<file path="config.mk">
export PLATFORM = sky130hd
export DESIGN_NAME = out_fifo_dev
export DESIGN_NICKNAME = d
export VERILOG_FILES = /design/src/rtl/out_fifo_dev.sv
export SDC_FILE = /design/constraint.sdc
export NUM_CORES = 1
export LEC_CHECK = 0
export ABC_AREA = 1
export CAP_MARGIN = 10
export CORE_ASPECT_RATIO = 0.7
export CORE_MARGIN = 1.5
export CORE_UTILIZATION = 55
export CTS_CLUSTER_DIAMETER = 200
export CTS_CLUSTER_SIZE = 16
export DETAILED_ROUTE_END_ITERATION = 12
export GPL_TIMING_DRIVEN = 0
export PLACE_DENSITY = 0.85
export SYNTH_ARGS = -nofsm -noshare
export SYNTH_HDL_FRONTEND = slang
export SYNTH_SLANG_ARGS = --single-unit
</file>
<file path="constraint.sdc">
create_clock -name clk -period 5.6 [get_ports clk]
set_input_delay 0.84 -clock clk [delete_from_list [all_inputs] [get_ports clk]]
set_output_delay 0.84 -clock clk [all_outputs]
set_load 0.005 [all_outputs]
</file>
<file path="src/rtl/out_fifo_dev.sv">
// out_fifo_dev: CPU-written byte FIFO drained to a valid/ready byte stream,
// with status/control registers and a level interrupt when fully drained.
module out_fifo_dev #(
    parameter int DEPTH = 8,
    parameter int AW    = 3
) (
    input  logic        clk,
    input  logic        rst,
    input  logic [1:0]  addr,
    input  logic        we,
    input  logic [31:0] din,
    output logic [31:0] dout,
    output logic        irq,
    output logic [7:0]  tx_data,
    output logic        tx_valid,
    input  logic        tx_ready
);

    localparam logic [AW:0] FULL_CNT = (AW+1)'(DEPTH);

    logic [7:0]    mem_q [DEPTH];
    logic [AW-1:0] wr_ptr_q, wr_ptr_d;
    logic [AW-1:0] rd_ptr_q, rd_ptr_d;
    logic [AW:0]   count_q, count_d;
    logic          ovf_q, ovf_d;
    logic          ien_q, ien_d;
    logic          en_q, en_d;
    logic [7:0]    tx_data_q, tx_data_d;
    logic          tx_valid_q, tx_valid_d;

    logic full, empty, push_req, push_ok, load;
    logic unused_din;

    assign unused_din = ^din[31:8];
    assign full       = (count_q == FULL_CNT);
    assign empty      = (count_q == '0);
    assign push_req   = we && (addr == 2'd0);
    assign push_ok    = push_req && !full;
    assign load       = en_q && !empty && (!tx_valid_q || tx_ready);

    // Next-state for pointers, occupancy, sticky overflow, control and output register.
    always_comb begin
        wr_ptr_d   = wr_ptr_q;
        rd_ptr_d   = rd_ptr_q;
        count_d    = count_q;
        ovf_d      = ovf_q;
        ien_d      = ien_q;
        en_d       = en_q;
        tx_data_d  = tx_data_q;
        tx_valid_d = tx_valid_q;

        if (push_ok) begin
            wr_ptr_d = wr_ptr_q + AW'(1);
        end

        if (load) begin
            rd_ptr_d   = rd_ptr_q + AW'(1);
            tx_data_d  = mem_q[rd_ptr_q];
            tx_valid_d = 1'b1;
        end else if (tx_valid_q && tx_ready) begin
            tx_valid_d = 1'b0;
        end

        case ({push_ok, load})
            2'b10:   count_d = count_q + (AW+1)'(1);
            2'b01:   count_d = count_q - (AW+1)'(1);
            default: count_d = count_q;
        endcase

        // A push into a full FIFO is lost even if a pop frees a slot this cycle.
        if (we && (addr == 2'd1)) begin
            ovf_d = 1'b0;
        end else if (push_req && full) begin
            ovf_d = 1'b1;
        end

        if (we && (addr == 2'd2)) begin
            ien_d = din[0];
            en_d  = din[1];
        end
    end

    // Control and output-register state, cleared asynchronously.
    always_ff @(posedge clk or negedge rst) begin
        if (!rst) begin
            wr_ptr_q   <= '0;
            rd_ptr_q   <= '0;
            count_q    <= '0;
            ovf_q      <= 1'b0;
            ien_q      <= 1'b0;
            en_q       <= 1'b0;
            tx_data_q  <= 8'h00;
            tx_valid_q <= 1'b0;
        end else begin
            wr_ptr_q   <= wr_ptr_d;
            rd_ptr_q   <= rd_ptr_d;
            count_q    <= count_d;
            ovf_q      <= ovf_d;
            ien_q      <= ien_d;
            en_q       <= en_d;
            tx_data_q  <= tx_data_d;
            tx_valid_q <= tx_valid_d;
        end
    end

    // FIFO storage is write-only on accepted pushes and never reset.
    always_ff @(posedge clk) begin
        if (push_ok) begin
            mem_q[wr_ptr_q] <= din[7:0];
        end
    end

    // Register read mux.
    always_comb begin
        dout = 32'h0;
        case (addr)
            2'd1:    dout = {16'h0, 8'(count_q), 4'h0, tx_valid_q, ovf_q, full, empty};
            2'd2:    dout = {30'h0, en_q, ien_q};
            default: dout = 32'h0;
        endcase
    end

    assign irq      = ien_q && empty && !tx_valid_q;
    assign tx_data  = tx_data_q;
    assign tx_valid = tx_valid_q;

endmodule

</file>
==> results.py <==
metrics = {
    "pwr": {
        "power.total_mw": 2.02,
        "power.ir.vdd_worst_v": 0.000234,
        "leakage_nw": 1.90,
        "power_density_nw_per_um2": 442,
    },
    "yosys": {
        "syn_area_sq_um": 3860,
        "number_of_synthesis_warnings": 0,
        "synth_ff_type": "sky130_fd_sc_hd__edfxtp_1",
        "avgSynthCellArea_sq_um": 10.4,
        "synth-async-reset-ratio_pct": 25.6,
        "syn-instance-count": 370,
        "ys_seq_elements": 86,
        "yosysUniqueCellTypes": 26,
        "synth_enable_flop_cells": 64,
        "share_of_the_yosys_chip_area_belonging_to_registers_pct": 64.1,
    },
    "run_status": {
        "run_status": "complete, no violations",
    },
    "drt": {
        "ant_nets": 0,
        "drc": 0,
        "vias": 2728,
        "detail_route.first_pass.iterations": 7,
        "wl_per_cell_microns": 14.7,
        "drt_wl_total_mm": 7.84,
        "drt_iter0_markers": 201,
        "detail_route.vias_per_cell": 5.11,
    },
    "critical_path": {
        "reg2reg_end": "count_q[2]$_DFFE_PN0P_",
        "arrival_time_reported_for_the_critical_path_endpoint_ps": 2610,
        "worst-r2r-cell-count": 13,
        "reg2reg_from": "count_q[2]$_DFFE_PN0P_",
        "worst-r2r-setup-slack_ps": 3190,
        "crit_path_frequent_cell": "sky130_fd_sc_hd__clkdlybuf4s50_1",
        "crit_fanout": 9,
        "timing.setup.critical_path_class": "primary input to output pin",
        "longest_individual_stage_delay_on_the_worst_path_ps": 510,
        "cp_cell_sequence": "clkdlybuf4s50_1 -> inv_1 -> ha_1 -> clkbuf_1 -> nand3_1 -> a21oi_1 -> clkdlybuf4s50_1",
        "timing.critical_path.slowest_stage_cell": "sky130_fd_sc_hd__clkdlybuf4s50_1",
        "timing.critical_path.required_ps": 4760,
        "critPathLaunchType": "primary input",
        "setup.worst_path.end_class": "output pin",
    },
    "grt": {
        "first_global_vias": 2429,
        "grtUsageTotal_pct": 22.4,
        "antenna_found_initial": 0,
        "grt_first_pass_wirelength_mm": 11.9,
        "grt_start_max_net_pins": 23,
        "overflow": 0,
    },
    "floorplan": {
        "effective_utilization_at_floorplan_pct": 57.1,
        "floorplan.die.width_microns": 103,
        "die-area_sq_um": 7540,
        "die_height_microns": 73.1,
        "core_sq_um": 6760,
        "num_rows": 25,
        "io_pins": 80,
    },
    "min_path": {
        "whs_endpoint": "tx_data[7]$_DFFE_PN0P_",
        "hold_path.startpoint": "tx_data[7]$_DFFE_PN0P_",
        "hold_path.class": "flip-flop to flip-flop",
        "min_path_cells": 2,
    },
    "cells_and_area": {
        "layout.nets": 481,
        "regArea_sq_um": 2470,
        "synthToLayoutAreaGrowth_pct": 18.4,
        "post_route_cells_drive_above_1_share_pct": 12.7,
        "antenna_cells": 0,
        "fill_cell_instance_count_of_the_final_layout": 489,
        "multiInputGateArea_sq_um": 1140,
    },
    "timing": {
        "max_slew_margin_pct": 35.5,
        "fin_crit_sh_pct": 61.7,
        "fin_setup_tns_ps": 0,
        "whs_ps": 492,
        "hold_viol": 0,
        "grt_setup_unrepaired": "false",
        "max_freq_mhz": 289,
        "setup_viol": 0,
        "clock_skew_ps": 11.5,
        "finalWorstPathRequiredPeriod_ps": 3450,
        "final_critical_path_setup_slack_ps": 2150,
        "slew_viol_final": 0,
        "timing_worst_slew_pin_value_ps": 965,
    },
    "placement": {
        "port_buffers": 31,
        "post-place-ws_ps": 2140,
        "place_congestion": 0.879,
        "dp_hpwl_mm": 5.58,
    },
    "clock_network": {
        "cts_inserted_buffers": 9,
        "clock_tree.buffer_depth": 2,
        "clkTransAtPathRegs_ps": 90,
        "cts-root-buf": "sky130_fd_sc_hd__clkbuf_8",
        "insertion_delay_ps": 360,
        "post_cts.resized_instances": 0,
        "clock_tree_sinks": 86,
        "cts_tree": "built",
        "cts_setup_buffers": 0,
        "post_cts_hold_buffer_count": 0,
        "clock_tree.htree_level_count": 3,
    },
    "run": {
        "timing.max_cap.violations": 0,
    },
}
[final cells by class]
type	instances	area share [%]
Clock inverter	6	1.53
Tap cell	94	2.57
Multi-Input combinational cell	245	24.9
Sequential cell	86	54.1
Clock buffer	10	2.79
Buffer	38	5.31
Timing Repair Buffer	31	6.79
Inverter	24	1.97
[sequential cells by signal (all words and copies together), names as in the netlist]
name / cells
ovf_q: 1
en_q: 1
rd_ptr_q: 3
mem_q: 64
count_q: 4
wr_ptr_q: 3
tx_data: 8
ien_q: 1
tx_valid: 1
[cells in the final DEF, fill, tap and decap left out, drive strengths merged, types with 8 or more instances in the layout]
cell            n
buf            32
clkbuf         16
clkdlybuf4s50  31
conb           24
dfrtp          22
edfxtp         64
ha              8
inv            25
nand2          53
nand3          30
nor2           80
o21ai          35
[synthesized netlist by cell type, types with 2 or more instances]
library cell | number | area, sq um
sky130_fd_sc_hd__inv_2 | 3 | 11.3
sky130_fd_sc_hd__o21ai_0 | 35 | 175
sky130_fd_sc_hd__buf_4 | 24 | 180
sky130_fd_sc_hd__buf_2 | 8 | 40.0
sky130_fd_sc_hd__dfrtp_1 | 22 | 551
sky130_fd_sc_hd__xor2_1 | 3 | 26.3
sky130_fd_sc_hd__nand3_1 | 29 | 145
sky130_fd_sc_hd__a21oi_1 | 4 | 20.0
sky130_fd_sc_hd__ha_1 | 8 | 100
sky130_fd_sc_hd__nor2_1 | 78 | 293
sky130_fd_sc_hd__xnor2_1 | 2 | 17.5
sky130_fd_sc_hd__inv_1 | 20 | 75.1
sky130_fd_sc_hd__clkbuf_1 | 6 | 22.5
sky130_fd_sc_hd__edfxtp_1 | 64 | 1920
sky130_fd_sc_hd__nand2_1 | 53 | 199
[worst max-delay path: cells and delay by family]
family                   cells  cell delay (ps)
buffers and inverters        4             1350
adder cells (fa/ha/maj)      1              140
AND/OR/NAND/NOR              1              130
AO/OA/AOI/OAI                1              150
[through the flow]
stage | util [%] | instance area (sq um) | std cells
after floorplan | - | 3950 | 393
after global placement | 64.7 | 4370 | 518
after detailed placement | 64.7 | 4370 | 518
after CTS | 67.6 | 4570 | 534
after global routing | 67.6 | 4570 | 534
final | 67.6 | 4570 | 534
[report_power, final]
group	total (mW)	internal, mW	switching (mW)
Sequential	0.839	0.775	0.0644
Clock	0.428	0.209	0.219
Combinational	0.754	0.290	0.464
[cells by family after synthesis]
kind of cell / synth area share, %
buf+inv: 8.62
mux: 0.292
simple gates: 17.7
other cells: 0.0972
flops: 64.1
xor+xnor: 1.14
fa+ha+maj: 2.59
compound gates: 5.45
[layer usage]
| layer | up-vias | GRT usage, % | wire length, microns |
|---|---|---|---|
| met5 | - | 0 | 0 |
| met4 | 0 | 7.66 | 121 |
| met3 | 16 | 6.03 | 885 |
| met2 | 142 | 34.4 | 3570 |
| met1 | 1256 | 31.3 | 3260 |
| li1 | 1314 | - | - |
[worst max-delay path by stage]
stage,startpoint,endpoint,depth (start not counted)
after floorplan,addr[0],count_q[2]$_DFFE_PN0P_,13
after global placement,addr[1],dout[0],7
after detailed placement,addr[1],dout[0],7
after CTS,addr[1],dout[0],7
after global routing,addr[1],dout[0],7
final,addr[1],dout[0],7
(Power assumes the default switching activity.)
